===== config.mk =====
export PLATFORM = sky130hd
export DESIGN_NAME = rom_fetch_sequencer
export DESIGN_NICKNAME = d
export VERILOG_FILES = /design/src/rtl/rom_fetch_sequencer.sv
export SDC_FILE = /design/constraint.sdc
export NUM_CORES = 1
export LEC_CHECK = 0
export ABC_CLOCK_PERIOD_IN_PS = 3120
export CAP_MARGIN = 20
export CORE_UTILIZATION = 28
export CTS_CLUSTER_DIAMETER = 150
export DETAILED_ROUTE_END_ITERATION = 16
export GPL_ROUTABILITY_DRIVEN = 0
export PLACE_DENSITY = 0.54
export SLEW_MARGIN = 40
export SYNTH_ARGS = -nofsm -noshare
export SYNTH_HDL_FRONTEND = slang
export SYNTH_SLANG_ARGS = --single-unit

===== constraint.sdc =====
create_clock -name clk -period 3.12 [get_ports clk]
set_input_delay 0.624 -clock clk [delete_from_list [all_inputs] [get_ports clk]]
set_output_delay 0.624 -clock clk [all_outputs]
set_load 0.02 [all_outputs]

===== src/rtl/rom_fetch_sequencer.sv =====
// rom_fetch_sequencer
//   Fetches one instruction from program ROM (an opcode byte followed by 0..MAX_OPERANDS
//   operand bytes, count taken from an opcode bit-field), packs it into a single word and
//   presents it to the decoder over a start/ready handshake.
//
// Ports
//   clk                 in   rising-edge clock
//   reset               in   asynchronous active-low reset
//   enable              in   permits the start of a new fetch (sampled only when idle)
//   rom_address         out  ROM byte address / program counter
//   data_from_rom       in   ROM read data, valid ROM_LATENCY cycles after an address change
//   start_for_decoder   out  instruction valid
//   ready_from_decoder  in   decoder accepts the instruction
//   data_for_decoder    out  packed instruction, opcode in the low byte
//   operand_count       out  number of operand bytes in data_for_decoder
//   pc_for_decoder      out  address of the instruction's opcode
//   halted              out  sequencer stopped after sending a HALT opcode
//
// Configuration
//   SEQ_HALT_EN  when defined, adds parameter HALT_OPCODE and a terminal halt state entered
//                after a HALT instruction is transferred; otherwise halted is tied low.

module rom_fetch_sequencer #(
    parameter int unsigned BYTE         = 8,
    parameter int unsigned ADDR_WIDTH   = 8,
    parameter int unsigned MAX_OPERANDS = 2,
    parameter int unsigned OPCNT_LSB    = 6,
`ifdef SEQ_HALT_EN
    parameter logic [BYTE-1:0] HALT_OPCODE = 8'hFF,
`endif
    parameter int unsigned ROM_LATENCY  = 1
) (
    input  logic                                     clk,
    input  logic                                     reset,
    input  logic                                     enable,
    output logic [ADDR_WIDTH-1:0]                    rom_address,
    input  logic [BYTE-1:0]                          data_from_rom,
    output logic                                     start_for_decoder,
    input  logic                                     ready_from_decoder,
    output logic [BYTE*(MAX_OPERANDS+1)-1:0]         data_for_decoder,
    output logic [$clog2(MAX_OPERANDS+1)-1:0]        operand_count,
    output logic [ADDR_WIDTH-1:0]                    pc_for_decoder,
    output logic                                     halted
);

    localparam int unsigned CW = $clog2(MAX_OPERANDS + 1);
    localparam int unsigned DW = BYTE * (MAX_OPERANDS + 1);
    localparam int unsigned WW = (ROM_LATENCY > 0) ? $clog2(ROM_LATENCY + 1) : 1;
    localparam logic [WW-1:0] WAIT_LAST = WW'(ROM_LATENCY);
    localparam logic [CW-1:0] MAX_N     = CW'(MAX_OPERANDS);

    typedef enum logic [2:0] {
        StIdle,
        StFetchOp,
        StFetchArg,
`ifdef SEQ_HALT_EN
        StSend,
        StHalt
`else
        StSend
`endif
    } state_e;

    state_e                state_q, state_d;
    logic [WW-1:0]         wait_q, wait_d;
    logic [ADDR_WIDTH-1:0] addr_q, addr_d;
    logic [ADDR_WIDTH-1:0] pc_start_q, pc_start_d;
    logic [DW-1:0]         buf_q, buf_d;
    logic [CW-1:0]         n_q, n_d;
    logic [CW-1:0]         arg_q, arg_d;
    logic                  start_q, start_d;
    logic [DW-1:0]         data_q, data_d;
    logic [CW-1:0]         count_q, count_d;
    logic [ADDR_WIDTH-1:0] pc_q, pc_d;
`ifdef SEQ_HALT_EN
    logic                  halted_q, halted_d;
`endif

    logic                  byte_done;
    logic [CW-1:0]         op_field;
    logic [CW-1:0]         op_n;

    always_comb begin
        state_d    = state_q;
        wait_d     = wait_q;
        addr_d     = addr_q;
        pc_start_d = pc_start_q;
        buf_d      = buf_q;
        n_d        = n_q;
        arg_d      = arg_q;
        start_d    = start_q;
        data_d     = data_q;
        count_d    = count_q;
        pc_d       = pc_q;
`ifdef SEQ_HALT_EN
        halted_d   = halted_q;
`endif

        // The address has been held for ROM_LATENCY+1 cycles: ROM data is valid this edge.
        byte_done = (wait_q == WAIT_LAST);
        op_field  = data_from_rom[OPCNT_LSB +: CW];
        op_n      = (op_field > MAX_N) ? MAX_N : op_field;

        unique case (state_q)
            StIdle: begin
                if (enable) begin
                    pc_start_d = addr_q;
                    wait_d     = '0;
                    state_d    = StFetchOp;
                end
            end

            StFetchOp: begin
                if (byte_done) begin
                    wait_d = '0;
                    addr_d = addr_q + 1'b1;
                    buf_d  = DW'(data_from_rom);
                    n_d    = op_n;
                    arg_d  = '0;
                    if (op_n == '0) begin
                        state_d = StSend;
                        start_d = 1'b1;
                        data_d  = DW'(data_from_rom);
                        count_d = '0;
                        pc_d    = pc_start_q;
                    end else begin
                        state_d = StFetchArg;
                    end
                end else begin
                    wait_d = wait_q + 1'b1;
                end
            end

            StFetchArg: begin
                if (byte_done) begin
                    wait_d = '0;
                    addr_d = addr_q + 1'b1;
                    buf_d[(int'(arg_q) + 1) * BYTE +: BYTE] = data_from_rom;
                    arg_d  = arg_q + 1'b1;
                    if (arg_q + 1'b1 == n_q) begin
                        // Publish the whole word at once so decoder outputs never show a
                        // partially assembled instruction.
                        state_d = StSend;
                        start_d = 1'b1;
                        data_d  = buf_d;
                        count_d = n_q;
                        pc_d    = pc_start_q;
                    end
                end else begin
                    wait_d = wait_q + 1'b1;
                end
            end

            StSend: begin
                if (ready_from_decoder) begin
                    start_d = 1'b0;
                    state_d = StIdle;
`ifdef SEQ_HALT_EN
                    if (data_q[BYTE-1:0] == HALT_OPCODE) begin
                        state_d  = StHalt;
                        halted_d = 1'b1;
                    end
`endif
                end
            end

`ifdef SEQ_HALT_EN
            StHalt: begin
                state_d = StHalt;
            end
`endif

            default: begin
                state_d = StIdle;
            end
        endcase
    end

    always_ff @(posedge clk or negedge reset) begin
        if (!reset) begin
            state_q    <= StIdle;
            wait_q     <= '0;
            addr_q     <= '0;
            pc_start_q <= '0;
            buf_q      <= '0;
            n_q        <= '0;
            arg_q      <= '0;
            start_q    <= 1'b0;
            data_q     <= '0;
            count_q    <= '0;
            pc_q       <= '0;
`ifdef SEQ_HALT_EN
            halted_q   <= 1'b0;
`endif
        end else begin
            state_q    <= state_d;
            wait_q     <= wait_d;
            addr_q     <= addr_d;
            pc_start_q <= pc_start_d;
            buf_q      <= buf_d;
            n_q        <= n_d;
            arg_q      <= arg_d;
            start_q    <= start_d;
            data_q     <= data_d;
            count_q    <= count_d;
            pc_q       <= pc_d;
`ifdef SEQ_HALT_EN
            halted_q   <= halted_d;
`endif
        end
    end

    assign rom_address       = addr_q;
    assign start_for_decoder = start_q;
    assign data_for_decoder  = data_q;
    assign operand_count     = count_q;
    assign pc_for_decoder    = pc_q;
`ifdef SEQ_HALT_EN
    assign halted            = halted_q;
`else
    assign halted            = 1'b0;
`endif

endmodule

==> out/metrics.cfg, run 1 <==
[power]
power.ir.vdd_worst_v = 0.000577
comb_power_share_pct = 44.7
power.share.clock_pct = 20.0
power.switching_fraction_pct = 36.5
cellLeakagePower_nw = 2.15
power.density_cell_area_nw_per_um2 = 1030
totalPowerFinal_mw = 4.95
power.internal_mw = 3.15
net-switching-power_mw = 1.81
power_frac_seq_pct = 35.3

[floorplanning]
die_x_um = 119
coreArea_um2 = 13300
ios = 56
floorplan.rows = 42
fp.dieH_um = 119
floorplan.initialDensity_pct = 28.9
die_area_um2 = 14200

[timing]
max_slew.worst_pin.slew_ns = 0.644
fmax_achieved_mhz = 389
setup_ws_final_ns = 0.552
grt_setup_unrepaired = false
finClkSkew_ns = 0.00769
slew_headroom_pct = 57.0
fin_crit_sh_pct = 82.3
timing.final.max_slew_violations = 0
post-route-min-period_ns = 2.57
setup_tns_ns = 0
final-hold-violation-count = 0
setup_viol = 0

[detailed_routing]
drt_iter0_drc = 96
drt-wirelength-per-cell_um = 15.9
route.vias.total = 2500
route.antenna.remaining_nets = 0
viasPerCell = 4.73
drt_pass1_iterations = 4
post-route-drc-count = 0
finalWirelength_um = 8390

[status]
outcome = finished, final reports clean

[critical_path]
setup.worst_path.class = register to register
worstSetupStartpoint = arg_q[0]
critPathMaxFanout = 22
critical_path.n_buffers_inverters = 2
critPathArrivalTime_ns = 2.78
setup.worst_path.end_class = register
crit_path_top_delay_cell = dfrtp_1
worstPathRequired_ns = 3.34
critPathMaxStageDelay_ns = 0.57
rr_startpoint = arg_q[0]
path_delay_family = flip-flops
crit_path_start_kind = register
worstPathCellList = inv_1 -> ha_1 -> xnor2_4 -> a21oi_1 -> or3_2 -> buf_4 -> mux2_4

[yosys]
post-synth-top-area-fraction_pct = 53.2
ys_ff_latch = 82
syn_avg_cell_area_um2 = 13.1
synth_seq_area_share_pct = 53.2
syn-num-nets = 314
netlist_area_um2 = 3860
synthArstFlopShare_pct = 100
synthDominantAreaCellType = dfrtp_1
dominantRegCellSynth = dfrtp_1
synth-warning-count = 0
synthesis.instances = 295
synth_cell_type_count = 40
synth_area_leaders = dfrtp_1 (53%), mux2_4 (11%), mux2_2 (9.1%), a22o_1 (3.6%), ha_1 (2.3%)
number_of_enable_type_register_cells_in_the_synthesized_netlist = 0

[placement]
worst_setup_slack_before_clock_tree_synthesis_ns = 0.419
numPortBuffers = 54
sum_of_net_half_perimeters_after_detailed_placement_um = 5700

[clocking]
cts.path.max_buffers = 2
cts.clk_slew.worst_paths_ns = 0.06
cts_tree = built
clock_tree.root_cell = clkbuf_16
tritoncts_num_sinks = 82
htree_levels = 3
hold_buffers = 0
clock_insertion_delay_worst_skew_ns = 0.33
postCtsResizedCells = 0
cts_buffers = 9
cts_post_setup_buffers_inserted = 0

[final_layout]
design.final.nets = 367
multi_input_comb_area_um2 = 1640
count_of_filler_cells_inserted_in_the_layout = 1319
n_antenna_cell = 0
syn_to_final_growth_pct = 24.5
area.sequential_um2 = 2050
drive_above_1_share_pct = 24.6

[grt]
grt.met2_usage_pct = 20.1
grt.busiest_layer = met2
antenna_found_initial = 0
gr-usage-all-layers_pct = 12.4
globalRouteOverflowTotal = 0
grt_util_met3_pct = 3.16
grt_first_pass_wirelength_um = 13600
grt_pass1_vias = 2558
largest_net_degree_at_the_start_of_global_routing = 83
grtUsageMet1_pct = 15.9

[min_path]
min-delay-path-class = primary input to async pin

[flow_run]
timing.max_cap.violations = 0

==> state kept, by name, indices dropped and copies added (netlist names), 2 cells and up <==
register / count
pc_start_q: 8
buf_q: 24
arg_q: 2
data_for_decoder: 24
pc_for_decoder: 8
operand_count: 2
rom_address: 8
state_q: 2
n_q: 2
==> cell type report <==
class                      instances  area share [%]
sequential                        82            42.7
clock buffer                       9            4.69
timing repair buffer              59            12.1
tap                              176            4.59
multi-input combinational        188            34.1
inverter                           8           0.625
clock inverter                     7            1.12
==> layer usage <==
metal,up-vias,part of all wire [%]
li1,1146,-
met1,1296,45
met2,51,49
met3,7,4.7
met4,0,1.0
met5,-,0
==> through the flow <==
stage / util [%] / cells / hold slack (ns) / area, um^2
3_5_place_dp: 33.9 / 513 / 0.486 / 4520
2_1_floorplan: - / 295 / 0.328 / 3860
4_1_cts: 36.0 / 529 / 0.362 / 4800
3_3_place_gp: 33.8 / 513 / 0.474 / 4520
6_report: 36.0 / 529 / 0.323 / 4800
5_1_grt: 36.0 / 529 / 0.382 / 4800
==> cells in the mapped netlist, types with 2 or more instances <==
master / count
buf_12: 3
nand4_1: 3
mux2i_1: 2
xor2_1: 3
inv_1: 7
buf_6: 2
a31oi_1: 2
nor2b_1: 10
xnor2_1: 4
ha_1: 7
mux2_2: 31
dfrtp_1: 82
nand2b_1: 11
a21oi_1: 15
nor2_1: 11
buf_1: 2
nand2_1: 12
mux2_4: 28
a22o_1: 16
nor3_1: 4
buf_2: 4
clkbuf_1: 5
o21ai_0: 4
nand3_1: 11
==> power groups by stage <==
stage          Sequential (mW)  Clock [mW]  Combinational (mW)
6_report                  1.75       0.991                2.22
5_1_grt                   1.80        1.07                2.40
4_1_cts                   1.75        1.02                2.25
3_5_place_dp              1.77           0                2.24
3_3_place_gp              1.76           0                2.21
2_1_floorplan             1.92           0                1.38
==> cells by family after synthesis <==
kind of cell / Yosys count / synth area share (%)
AO/OA/AOI/OAI: 42 / 7.56
AND/OR/NAND/NOR: 68 / 9.34
buffers and inverters: 25 / 4.32
other: 1 / 0.0972
XOR/XNOR: 9 / 2.73
adder cells (fa/ha/maj): 7 / 2.27
flip-flops: 82 / 53.2
multiplexers: 61 / 20.5
==> layout by cell type, fill, tap and decap left out, types with 11 or more instances in the layout <==
| master | synthesis | routed |
|---|---|---|
| a22o_1 | 16 | 16 |
| dfrtp_1 | 82 | 82 |
| nand2b_1 | 11 | 11 |
| a21oi_1 | 15 | 15 |
| nand2_1 | 12 | 12 |
| mux2_4 | 28 | 28 |
| mux2_2 | 31 | 31 |
| nand3_1 | 11 | 11 |
| clkdlybuf4s50_1 | 0 | 53 |
| nor2_1 | 11 | 11 |
==> final timing paths <==
kind	endpoint	slack, ns	cells past startpoint
worst max-delay path	data_for_decoder[4]	0.55	7
worst min-delay path	pc_start_q[5]	0.32	1
worst max register to register	data_for_decoder[4]	0.55	7
worst min register to register	rom_address[7]	0.50	1
max in group asynchronous	arg_q[1]	2.35	1
min in group clk	rom_address[7]	0.50	1
No activity file was read; power rests on OpenSTA's default activity.
==> run 2: changes to the inputs <==
--- a/config.mk
+++ b/config.mk
@@ -5,13 +5,13 @@
 export SDC_FILE = /design/constraint.sdc
 export NUM_CORES = 1
 export LEC_CHECK = 0
-export ABC_CLOCK_PERIOD_IN_PS = 3120
+export ABC_CLOCK_PERIOD_IN_PS = 2200
 export CAP_MARGIN = 20
 export CORE_UTILIZATION = 28
 export CTS_CLUSTER_DIAMETER = 150
 export DETAILED_ROUTE_END_ITERATION = 16
 export GPL_ROUTABILITY_DRIVEN = 0
-export PLACE_DENSITY = 0.54
+export PLACE_DENSITY = 0.55
 export SLEW_MARGIN = 40
 export SYNTH_ARGS = -nofsm -noshare
 export SYNTH_HDL_FRONTEND = slang
==> constraint.sdc (replaced) <==
create_clock -name clk -period 2.2 [get_ports clk]
set_input_delay 0.44 -clock clk [delete_from_list [all_inputs] [get_ports clk]]
set_output_delay 0.44 -clock clk [all_outputs]
set_load 0.02 [all_outputs]
==> run 2 against run 1 <==
  * Setup slack lost 0.48 ns
  * Power grew 48%
  * Sequential power grew 40%
  * Critical path type unchanged
  * Global-route usage grew 0.48 points
  * Via count shrank 1.6%
  * Non-clock buffer count grew 14
  * First-iteration DRC count grew 31%
  * Flip-flop and latch count is the same
  * Clock-buffer cell count grew 2
  * Clock power grew 61%
  * Core utilization grew 1.3 points
  * Highest routed layer unchanged
  * Combinational power grew 49%
==> out/metrics.cfg, run 2 (synthesis gave the netlist of run 1 again) <==
[final_layout]
syn_to_final_growth_pct = 28.9  ; was 24.5%
design.final.nets = 381  ; was 367
n_antenna_cell = 0  ; unchanged
drive_above_1_share_pct = 27.5  ; was 24.6%
area.sequential_um2 = 2050  ; unchanged
count_of_filler_cells_inserted_in_the_layout = 1316  ; was 1319
layout_commonest_cell = dfrtp_1  ; unchanged
final-instance-count-excl-fill = 543  ; was 529
layout.cell_area.non_filler_um2 = 4970  ; was 4800 um^2
mostFrequentLayoutCells = dfrtp_1 (82), clkdlybuf4s50_1 (53), mux2_2 (31)  ; unchanged
multi_input_comb_area_um2 = 1640  ; about the same

[clocking]
cts.clk_slew.worst_paths_ns = 0.06  ; about the same
cts.path.max_buffers = 2  ; unchanged
tritoncts_num_sinks = 82  ; unchanged
clock_insertion_delay_worst_skew_ns = 0.33  ; about the same
clock_tree.root_cell = clkbuf_16  ; unchanged
cts_buffers = 9  ; unchanged
htree_levels = 3  ; unchanged
cts_tree = built  ; unchanged

[critical_path]
path_delay_family = simple AND/OR/NAND/NOR gates  ; was flip-flops
critPathMaxFanout = 8  ; was 22
critical_path.n_buffers_inverters = 2  ; unchanged
worstPathRequired_ns = 2.41  ; was 3.34 ns
critPathArrivalTime_ns = 2.34  ; was 2.78 ns
crit_path_start_kind = register  ; unchanged
critPathMaxStageDelay_ns = 0.48  ; was 0.57 ns
setup.worst_path.class = register to register  ; unchanged
worstPathCellList = inv_1 -> ha_2 -> xnor2_4 -> a21oi_1 -> or3_2 -> buf_4 -> mux2_4  ; was inv_1 -> ha_1 -> xnor2_4 -> a21oi_1 -> or3_2 -> buf_4 -> mux2_4
crit_path_top_delay_cell = or3_2  ; was dfrtp_1
setup.worst_path.end_class = register  ; unchanged

[grt]
grt_first_pass_wirelength_um = 14100  ; was 13600 um
globalRouteOverflowTotal = 0  ; unchanged
antenna_found_initial = 0  ; unchanged
gr-usage-all-layers_pct = 12.9  ; was 12.4%
grt_pass1_vias = 2744  ; was 2558
largest_net_degree_at_the_start_of_global_routing = 30  ; was 83

[power]
comb_power_share_pct = 44.9  ; was 44.7%
cellLeakagePower_nw = 2.26  ; was 2.15 nW
totalPowerFinal_mw = 7.35  ; was 4.95 mW
power.switching_fraction_pct = 34.2  ; was 36.5%
power.internal_mw = 4.84  ; was 3.15 mW
net-switching-power_mw = 2.52  ; was 1.81 mW
power.ir.vdd_worst_v = 0.000702  ; was 0.000577 V
power_frac_seq_pct = 33.3  ; was 35.3%
power.density_cell_area_nw_per_um2 = 1480  ; was 1030 nW/um^2
power.share.clock_pct = 21.8  ; was 20.0%

[timing]
post-route-min-period_ns = 2.13  ; was 2.57 ns
fmax_achieved_mhz = 470  ; was 389 MHz
fin_crit_sh_pct = 96.7  ; was 82.3%
grt_setup_unrepaired = false  ; unchanged
finClkSkew_ns = 0.00722  ; was 0.00769 ns
setup_tns_ns = 0  ; unchanged
final-hold-violation-count = 0  ; unchanged
timing.final.max_slew_violations = 0  ; unchanged
setup_ws_final_ns = 0.0718  ; was 0.552 ns
setup_viol = 0  ; unchanged

[status]
outcome = finished, final reports clean  ; unchanged

[detailed_routing]
post-route-drc-count = 0  ; unchanged
drt-wirelength-per-cell_um = 15.2  ; was 15.9 um
finalWirelength_um = 8230  ; was 8390 um
drt_iter0_drc = 126  ; was 96
drt_pass1_iterations = 5  ; was 4
route.vias.total = 2459  ; was 2500
route.antenna.remaining_nets = 0  ; unchanged
viasPerCell = 4.53  ; was 4.73

[floorplanning]
coreArea_um2 = 13300  ; unchanged
floorplan.rows = 42  ; unchanged
fp.dieH_um = 119  ; unchanged
die_area_um2 = 14200  ; unchanged
floorplan.initialDensity_pct = 28.9  ; unchanged
ios = 56  ; unchanged
die_x_um = 119  ; unchanged

[placement]
worst_setup_slack_before_clock_tree_synthesis_ns = -0.272  ; was 0.419 ns
numPortBuffers = 54  ; unchanged
placedCellCount = 527  ; was 513
sum_of_net_half_perimeters_after_detailed_placement_um = 5820  ; was 5700 um
place_area_um2 = 4650  ; was 4520 um^2

[min_path]
min-delay-path-class = primary input to async pin  ; unchanged

[flow_run]
timing.max_cap.violations = 0  ; unchanged

==> run 2: path summary, 6_finish.rpt <==
| check | start | to | slack, ns | cells past startpoint |
|---|---|---|---|---|
| setup / recovery | arg_q[1] | data_for_decoder[19] | 0.07 | 7 |
| hold / removal | reset | rom_address[5] | 0.02 | 1 |
| setup reg to reg | arg_q[1] | data_for_decoder[19] | 0.07 | 7 |
| hold reg to reg | buf_q[6] | buf_q[6] | 0.50 | 1 |
| max in group asynchronous | reset | buf_q[11] | 1.61 | 2 |
| min in group clk | buf_q[6] | buf_q[6] | 0.50 | 1 |
==> run 2: power groups by stage <==
| stage | clock (mW) | combinational (mW) | sequential [mW] |
|---|---|---|---|
| after floorplan | 0 | 1.96 | 2.73 |
| after CTS | 1.65 | 3.35 | 2.46 |
| after detailed placement | 0 | 3.34 | 2.47 |
| final | 1.60 | 3.30 | 2.45 |
| after global routing | 1.72 | 3.59 | 2.53 |
| after global placement | 0 | 3.28 | 2.46 |
==> run 2: timing repair <==
item,CTS,global route
hold buffers,0,0
resized for setup,0,1
buffers inserted,0,0
setup endpoints to repair,0,16
==> run 2: cell type report <==
class                           instances  area share, %
Tap cell                              176           4.43
Timing Repair Buffer                   73           14.2
Multi-Input combinational cell        188           33.0
Clock buffer                           11           4.88
Inverter                                8          0.604
Clock inverter                          5           1.56
Sequential cell                        82           41.3
==> run 2: layer usage <==
| layer | GRT usage (%) | vias to the layer above | wire length (um) |
|---|---|---|---|
| met4 | 4.53 | 0 | 124 |
| met2 | 20.5 | 54 | 3950 |
| met5 | 0 | - | 0 |
| li1 | - | 1168 | - |
| met1 | 16.4 | 1226 | 3820 |
| met3 | 4.02 | 11 | 336 |
==> run 2: metrics by stage <==
step	hold slack, ns	utilization, %
after detailed placement	0.387	34.8
after floorplan	0.144	-
final	0.0215	37.2
after global placement	0.389	34.8
after CTS	0.0279	37.2
after global routing	0.0348	37.2
